$ cat src/rtl/vec_sum_if.sv
// Handshake bundle for vec_sum_accum: input beat channel and frame result channel.
// Valid/ready rule on both channels: a transfer occurs on a rising edge where valid && ready.
interface vec_sum_if #(
  parameter int N_ELEM = 8,
  parameter int ELEM_W = 16,
  parameter int SUM_W  = 32,
  parameter int CNT_W  = 16
);
  logic                     in_valid;
  logic                     in_ready;
  logic [N_ELEM*ELEM_W-1:0] in_data;
  logic                     in_last;
  logic                     out_valid;
  logic                     out_ready;
  logic [SUM_W-1:0]         out_sum;
  logic [CNT_W-1:0]         out_count;
  logic                     out_ovf;

  modport master (
    output in_valid, in_data, in_last, out_ready,
    input  in_ready, out_valid, out_sum, out_count, out_ovf
  );

  modport slave (
    input  in_valid, in_data, in_last, out_ready,
    output in_ready, out_valid, out_sum, out_count, out_ovf
  );
endinterface

$ cat src/rtl/vec_sum_accum.sv
// Saturating per-frame accumulator of N_ELEM-element beat sums with a one-slot result register.
// Macro VEC_SUM_SQUARE_EN: terms are squared elements, registered in one extra stage (latency 2).
module vec_sum_accum #(
  parameter int N_ELEM = 8,
  parameter int ELEM_W = 16,
  parameter int SUM_W  = 32,
  parameter int CNT_W  = 16
) (
  input  logic     clk,
  input  logic     rst,
  vec_sum_if.slave bus
);

`ifdef VEC_SUM_SQUARE_EN
  localparam int TERM_W = 2 * ELEM_W;
`else
  localparam int TERM_W = ELEM_W;
`endif
  localparam int BS_W  = TERM_W + $clog2(N_ELEM);
  localparam int EXT_W = ((BS_W > SUM_W) ? BS_W : SUM_W) + 1;
  localparam logic [SUM_W-1:0] SUM_MAX = '1;
  localparam logic [CNT_W-1:0] CNT_MAX = '1;

  logic              out_valid_q, out_valid_d;
  logic [SUM_W-1:0]  out_sum_q, out_sum_d;
  logic [CNT_W-1:0]  out_count_q, out_count_d;
  logic              out_ovf_q, out_ovf_d;
  logic [SUM_W-1:0]  acc_q, acc_d;
  logic [CNT_W-1:0]  cnt_q, cnt_d;
  logic              ovf_q, ovf_d;

  logic              in_fire;
  logic [TERM_W-1:0] term_in [N_ELEM];
  logic              b_valid;
  logic              b_last;
  logic [TERM_W-1:0] b_term [N_ELEM];
  logic [BS_W-1:0]   beat_sum;
  logic [EXT_W-1:0]  total;
  logic              sat;
  logic [SUM_W-1:0]  sum_sat;
  logic [CNT_W-1:0]  cnt_inc;

  assign bus.in_ready  = !out_valid_q || bus.out_ready;
  assign in_fire       = bus.in_valid && bus.in_ready;
  assign bus.out_valid = out_valid_q;
  assign bus.out_sum   = out_sum_q;
  assign bus.out_count = out_count_q;
  assign bus.out_ovf   = out_ovf_q;

  always_comb begin
    for (int i = 0; i < N_ELEM; i++) begin
`ifdef VEC_SUM_SQUARE_EN
      term_in[i] = TERM_W'(bus.in_data[i*ELEM_W +: ELEM_W]) * TERM_W'(bus.in_data[i*ELEM_W +: ELEM_W]);
`else
      term_in[i] = bus.in_data[i*ELEM_W +: ELEM_W];
`endif
    end
  end

`ifdef VEC_SUM_SQUARE_EN
  logic              s1_valid_q, s1_valid_d;
  logic              s1_last_q, s1_last_d;
  logic [TERM_W-1:0] s1_term_q [N_ELEM];
  logic [TERM_W-1:0] s1_term_d [N_ELEM];
  logic              s1_adv;

  // A staged last beat waits while the result slot is full; in_ready is low then too,
  // so the stage never has to absorb a second beat while stalled.
  assign s1_adv  = s1_valid_q && (!s1_last_q || !out_valid_q || bus.out_ready);
  assign b_valid = s1_adv;
  assign b_last  = s1_last_q;

  always_comb begin
    s1_valid_d = s1_valid_q;
    s1_last_d  = s1_last_q;
    for (int i = 0; i < N_ELEM; i++) begin
      s1_term_d[i] = s1_term_q[i];
      b_term[i]    = s1_term_q[i];
    end
    if (in_fire) begin
      s1_valid_d = 1'b1;
      s1_last_d  = bus.in_last;
      for (int i = 0; i < N_ELEM; i++) s1_term_d[i] = term_in[i];
    end else if (s1_adv) begin
      s1_valid_d = 1'b0;
    end
  end

  always_ff @(posedge clk) begin
    if (rst) begin
      s1_valid_q <= 1'b0;
      s1_last_q  <= 1'b0;
      for (int i = 0; i < N_ELEM; i++) s1_term_q[i] <= '0;
    end else begin
      s1_valid_q <= s1_valid_d;
      s1_last_q  <= s1_last_d;
      for (int i = 0; i < N_ELEM; i++) s1_term_q[i] <= s1_term_d[i];
    end
  end
`else
  assign b_valid = in_fire;
  assign b_last  = bus.in_last;

  always_comb begin
    for (int i = 0; i < N_ELEM; i++) b_term[i] = term_in[i];
  end
`endif

  always_comb begin
    beat_sum = '0;
    for (int i = 0; i < N_ELEM; i++) beat_sum = beat_sum + BS_W'(b_term[i]);
  end

  // Extra headroom bit lets the compare detect any overshoot past SUM_MAX.
  assign total   = EXT_W'(acc_q) + EXT_W'(beat_sum);
  assign sat     = total > EXT_W'(SUM_MAX);
  assign sum_sat = sat ? SUM_MAX : total[SUM_W-1:0];
  assign cnt_inc = (cnt_q == CNT_MAX) ? CNT_MAX : cnt_q + CNT_W'(1);

  always_comb begin
    out_valid_d = out_valid_q;
    out_sum_d   = out_sum_q;
    out_count_d = out_count_q;
    out_ovf_d   = out_ovf_q;
    acc_d       = acc_q;
    cnt_d       = cnt_q;
    ovf_d       = ovf_q;
    if (out_valid_q && bus.out_ready) out_valid_d = 1'b0;
    if (b_valid) begin
      if (b_last) begin
        out_valid_d = 1'b1;
        out_sum_d   = sum_sat;
        out_count_d = cnt_inc;
        out_ovf_d   = ovf_q || sat;
        acc_d       = '0;
        cnt_d       = '0;
        ovf_d       = 1'b0;
      end else begin
        acc_d = sum_sat;
        cnt_d = cnt_inc;
        ovf_d = ovf_q || sat;
      end
    end
  end

  always_ff @(posedge clk) begin
    if (rst) begin
      out_valid_q <= 1'b0;
      out_sum_q   <= '0;
      out_count_q <= '0;
      out_ovf_q   <= 1'b0;
      acc_q       <= '0;
      cnt_q       <= '0;
      ovf_q       <= 1'b0;
    end else begin
      out_valid_q <= out_valid_d;
      out_sum_q   <= out_sum_d;
      out_count_q <= out_count_d;
      out_ovf_q   <= out_ovf_d;
      acc_q       <= acc_d;
      cnt_q       <= cnt_d;
      ovf_q       <= ovf_d;
    end
  end

endmodule
$ cat src/flat_wrapper.sv
// flat-port wrapper written by rule: the top's interface ports become plain ports
module vec_sum_accum_flat 
#(
  parameter int N_ELEM = 8,
  parameter int ELEM_W = 16,
  parameter int SUM_W  = 32,
  parameter int CNT_W  = 16
)
  (clk, rst, bus_in_valid, bus_in_data, bus_in_last, bus_out_ready, bus_in_ready, bus_out_valid, bus_out_sum, bus_out_count, bus_out_ovf);
  vec_sum_if #(.N_ELEM(N_ELEM), .ELEM_W(ELEM_W), .SUM_W(SUM_W), .CNT_W(CNT_W)) bus_i ();
  input  logic clk;
  input  logic rst;
  input wire logic [$bits(bus_i.in_valid)-1:0] bus_in_valid;
  input wire logic [$bits(bus_i.in_data)-1:0] bus_in_data;
  input wire logic [$bits(bus_i.in_last)-1:0] bus_in_last;
  input wire logic [$bits(bus_i.out_ready)-1:0] bus_out_ready;
  output wire logic [$bits(bus_i.in_ready)-1:0] bus_in_ready;
  output wire logic [$bits(bus_i.out_valid)-1:0] bus_out_valid;
  output wire logic [$bits(bus_i.out_sum)-1:0] bus_out_sum;
  output wire logic [$bits(bus_i.out_count)-1:0] bus_out_count;
  output wire logic [$bits(bus_i.out_ovf)-1:0] bus_out_ovf;
  assign bus_i.in_valid = bus_in_valid;
  assign bus_i.in_data = bus_in_data;
  assign bus_i.in_last = bus_in_last;
  assign bus_i.out_ready = bus_out_ready;
  assign bus_in_ready = bus_i.in_ready;
  assign bus_out_valid = bus_i.out_valid;
  assign bus_out_sum = bus_i.out_sum;
  assign bus_out_count = bus_i.out_count;
  assign bus_out_ovf = bus_i.out_ovf;
  vec_sum_accum #(.N_ELEM(N_ELEM), .ELEM_W(ELEM_W), .SUM_W(SUM_W), .CNT_W(CNT_W)) u_core (.clk(clk), .rst(rst), .bus(bus_i));
endmodule
$ cat config.mk
export PLATFORM = sky130hd
export DESIGN_NAME = vec_sum_accum_flat
export DESIGN_NICKNAME = d
export VERILOG_FILES = /design/src/rtl/vec_sum_if.sv /design/src/rtl/vec_sum_accum.sv /design/src/flat_wrapper.sv
export SDC_FILE = /design/constraint.sdc
export NUM_CORES = 1
export LEC_CHECK = 0
export BUFFER_PORTS_ARGS = -buffer_cell sky130_fd_sc_hd__buf_2
export CORE_MARGIN = 1
export CORE_UTILIZATION = 45
export CTS_BUF_LIST = sky130_fd_sc_hd__clkbuf_8
export DETAILED_ROUTE_END_ITERATION = 12
export GPL_TIMING_DRIVEN = 1
export PLACE_DENSITY = 0.74
export SLEW_MARGIN = 5
export SYNTH_ARGS = -nofsm -noshare
export SYNTH_HDL_FRONTEND = slang
export SYNTH_SLANG_ARGS = --single-unit
$ cat constraint.sdc
create_clock -name clk -period 9.55 [get_ports clk]
set_input_delay 0.955 -clock clk [delete_from_list [all_inputs] [get_ports clk]]
set_output_delay 0.955 -clock clk [all_outputs]
set_load 0.005 [all_outputs]
# Word-level counts from Yosys, hierarchy flattened
# Cells that the tools add are included.
# word_totals
register_bits	99
input_bits	133
out_inout_bits	51
word_cells	32
# op_classes
add_sub_neg	9
n_lt_le_gt_ge	1
n_eq_ne	1
mux	8
reduce_logical	6
# ops
cell	n
$add A19 B16 Y19	6
$mux W32	2
$add A32 B19 Y33	1
$gt A33 B32 Y1 const B	1
$mux W16	2
$add A16 B16 Y17	1
$add A16 B1 Y16 const B	1
$eq A16 B16 Y1 const B	1
$mux W1	4
$logic_and A1 B1 Y1	2
$logic_or A1 B1 Y1	2
$reduce_and A2 Y1	1
$logic_not A1 Y1	1

# Depth between registers and ports, before layout
# depth
depth_word	11
mapped_depth	34

# Worst setup path after synthesis
# Ideal clock, no wire load.
# synth_timing
path_kind	input port to flip-flop
start	input port bus_in_data[0]
end	register u_core.out_sum_q[29] (netlist: u_core.bus.out_sum[29])
setup_ns	0.092
arrival_time_ns	7.771
t_required_ns	9.458
setup_slack_ns	1.687
stages	32
n_path_buf	0
cell_sequence	ha_1 > inv_1 > fa_1 > nor2b_1 > o21a_1 > o21ai_0 > nand2b_1 > a21oi_1 > xnor2_1 > fa_1 > inv_1 > fa_1 > fa_1 > fa_1 > inv_1 > ha_1 > o21a_1 > o21ai_0 > nor2_1 > o21a_1 > or2_2 > xor2_1 > ha_1 > a21oi_1 > o21ai_1 > o41a_1 > a21o_1 > a31o_4 > a221oi_4 > nor3b_2 > and4_1 > nor4_1
# synth_via
elab_chain_cells	10
# synth_rtl
element	line	text
start: declaration	flat_wrapper.sv:14	input wire logic [$bits(bus_i.in_data)-1:0] bus_in_data;
$add A16 B16 Y17 (*)	vec_sum_accum.sv:111	for (int i = 0; i < N_ELEM; i++) beat_sum = beat_sum + BS_W'(b_term[i]);
$add A19 B16 Y19 (*) (6 in series)	vec_sum_accum.sv:111	
$add A32 B19 Y33 (*)	vec_sum_accum.sv:115	assign total = EXT_W'(acc_q) + EXT_W'(beat_sum);
$gt A33 B32 Y1	vec_sum_accum.sv:116	assign sat = total > EXT_W'(SUM_MAX);
$mux W32 (*)	vec_sum_accum.sv:117	assign sum_sat = sat ? SUM_MAX : total[SUM_W-1:0];
end signal: assignment	vec_sum_accum.sv:157	out_sum_q <= out_sum_d;
end: declaration	vec_sum_accum.sv:25	logic [SUM_W-1:0] out_sum_q, out_sum_d;
# Every way passes the cells marked *; elsewhere a longest branch is shown, timed or not.
# A chain may end at the register's enable or synchronous reset.

# Worst setup path after layout
# layout_timing
start	input port bus_in_data[0]
end	register u_core.acc_q[20]
# layout_via
elab_chain_cells	11
# layout_rtl
element	line	text
$add A16 B16 Y17 (*)	vec_sum_accum.sv:111	
$add A19 B16 Y19 (*) (6 in series)	vec_sum_accum.sv:111	
$add A32 B19 Y33 (*)	vec_sum_accum.sv:115	
$gt A33 B32 Y1	vec_sum_accum.sv:116	
$mux W32 (*)	vec_sum_accum.sv:117	
$mux W32 (*)	vec_sum_accum.sv:130	if (b_last) begin
end signal: assignment	vec_sum_accum.sv:152	acc_q <= '0;
end signal: assignment	vec_sum_accum.sv:160	acc_q <= acc_d;
end: declaration	vec_sum_accum.sv:28	logic [SUM_W-1:0] acc_q, acc_d;
# Marked as above.

==> flow_summary.json <==
{
  "status": "completed",
  "final_cell_mix": "buf_2 (183), inv_1 (141), nor2_1 (125)",
  "num_antenna_cells": 0,
  "cts_root_buf": "clkbuf_8",
  "drtIter0Drc": 390,
  "worst_pin_slew_ns": 0.9394,
  "clk_pin_slew_ns": 0.09,
  "syn_to_final_growth_pct": 14.52,
  "fmax_mhz": 119.7,
  "clockBufferDepth": 2,
  "synth_compound_area_share_pct": 19.13,
  "critPathMaxStageDelay_ns": 0.57,
  "hpwlAfterDp_mm": 14.70,
  "final_common_cell": "buf_2",
  "cts_setup_buffers": 0,
  "fin_setup_tns_ns": 0,
  "clock-sinks": 99,
  "io_buffers": 183,
  "synth_area_mm2": 0.008620,
  "rsz0062_at_grt": "false",
  "cp_slowest_cell": "and3_1",
  "grt-ovfl-total": 0,
  "placed_cells": 1390,
  "async_reset_ff_share_pct": 0,
  "totalWireLength_mm": 18.67,
  "synth_flop_cell": "dfxtp_1",
  "cts_buffers": 9,
  "ioPinCount": 184,
  "syn_area_per_cell_um2": 8.501,
  "post_drt_wl_per_cell_um": 13.29,
  "grt_usage_pct": 18.89,
  "setup_violations": 0,
  "drc": 0,
  "via_count": 7449,
  "final_nets": 1441,
  "path_class": "primary input to register",
  "slew-limit-headroom_pct": 37.37,
  "ys_seq_elements": 99,
  "arrival_ns": 8.65,
  "ctsResizeCount": 0,
  "cts_max_level": 3,
  "grt_first_pass_wirelength_mm": 30.60,
  "synth_edf_count": 0,
  "gp_congestion": 0.8226,
  "netlist_instances": 1014,
  "hold_violations": 0,
  "drtAntennaViolNets": 0,
  "initial_utilization_pct": 45.93,
  "synth_top_cells_by_area": "dfxtp_1 (23%), fa_1 (19%), ha_1 (8.9%), inv_1 (6.1%), nor2_1 (5.4%)",
  "synthMuxAreaShare_pct": 0.2323,
  "fp.dieH_um": 140.4,
  "synth_fa_ha_area_share_pct": 27.44,
  "grt_pass1_vias": 6693,
  "clk_latency_ns": 0.37,
  "routed_via_density": 5.302,
  "synth_top_family_by_area": "adder cells",
  "finalCriticalPeriod_ns": 8.353,
  "drtPass1Iterations": 4,
  "fp.dieW_um": 140.4,
  "dieArea_mm2": 0.01971,
  "reg2regPathDepth": 12,
  "fin_skew_ns": 0.01215,
  "antenna_found_initial": 0,
  "grt_max_degree": 91,
  "maxCapViolCount": 0,
  "end_kind": "register",
  "yosys_warnings": 0,
  "min_path_type": "register to register",
  "slew_viol_final": 0,
  "rows": 50,
  "crit_top_cell": "fa_1",
  "cts_tree": "yes",
  "drive_above_1_share_pct": 18.79,
  "synth_top_area_cell": "dfxtp_1",
  "seq_area_frac_synth_pct": 22.99,
  "min_period_over_period_pct": 87.47,
  "synth_cell_type_count": 66,
  "stdcell_count": 1405,
  "synthXorXnorAreaFrac_pct": 5.893,
  "core-area_mm2": 0.01877,
  "path_max_fanout": 15,
  "holdPathStages": 2,
  "hold_buffers": 0,
  "required_ns": 9.84,
  "worst_setup_path_start_kind": "primary input",
  "synth-simple-area-share_pct": 16.08,
  "synth_top_area_share_pct": 22.99,
  "syn_nets": 1288
}
==> per-stage QoR <==
step / util (%) / cell area [um2] / hold WS, ns / setup slack, ns
5_1_grt: 52.59 / 9871 / 0.4727 / 0.5163
3_5_place_dp: 51.57 / 9679 / 0.4435 / 0.8052
2_1_floorplan: - / 8620 / 0.4362 / 1.687
6_report: 52.59 / 9871 / 0.4540 / 1.197
3_3_place_gp: 51.57 / 9679 / 0.4407 / 0.9632
4_1_cts: 52.59 / 9871 / 0.4554 / 1.175
==> logic make-up after synthesis <==
family | Yosys count
compound gates | 239
simple gates | 289
flops | 99
fa+ha+maj | 141
xor+xnor | 58
buf+inv | 186
mux | 2
==> layout make-up <==
class | count | area, um2
clock buffers | 10 | 137.6
clock inverters | 5 | 53.80
fillers | 1789 | 8897
inverters | 141 | 529.3
multi-input cells | 729 | 5929
flip-flops and latches | 99 | 1982
well taps | 234 | 292.8
repair buffers | 187 | 945.9
==> sequential cells by signal, indices dropped and copies added, names as in the netlist <==
name	cells
u_core.acc_q	32
u_core.bus.out_ovf	1
u_core.bus.out_count	16
u_core.ovf_q	1
u_core.cnt_q	16
u_core.bus.out_sum	32
u_core.bus.out_valid	1
==> critical path, delay by kind of cell <==
| kind | cells | cell delay (ns) |
|---|---|---|
| AO/OA/AOI/OAI | 11 | 2.51 |
| XOR/XNOR | 2 | 0.21 |
| buffers and inverters | 4 | 0.26 |
| AND/OR/NAND/NOR | 8 | 1.61 |
| adder cells (fa/ha/maj) | 8 | 3.11 |
==> routing by layer <==
metal	vias up	global-route usage, %	wire, um
met5	-	0	0
met4	0	4.511	172
met3	13	2.154	701
met2	163	32.26	9103
met1	3509	25.49	8689
li1	3764	-	-
==> final timing paths <==
| kind | start | endpoint | slack, ns |
|---|---|---|---|
| min | u_core.bus.out_sum[31] | u_core.bus.out_sum[31] | 0.45 |
| max reg2reg | u_core.acc_q[0] | u_core.acc_q[20] | 6.34 |
| min reg2reg | u_core.bus.out_sum[31] | u_core.bus.out_sum[31] | 0.45 |
| max | bus_in_data[0] | u_core.acc_q[20] | 1.20 |
==> cells in the mapped netlist, types with 12 or more instances <==
cell and count:
a311oi_1 20, fa_1 80, nor3_1 31, nor2_1 125, inv_1 141, a21oi_1 80, xnor2_1 42, clkbuf_1 37
xor2_1 16, a31oi_1 18, nand2_1 35, nand2b_1 12, ha_1 61, a211oi_1 20, dfxtp_1 99, and3_1 21
o21ai_0 18, nand3_1 18
Power is left out: the tool's default activity adds up to more than one toggle a clock period on the data nets, which glitch-free logic cannot reach.
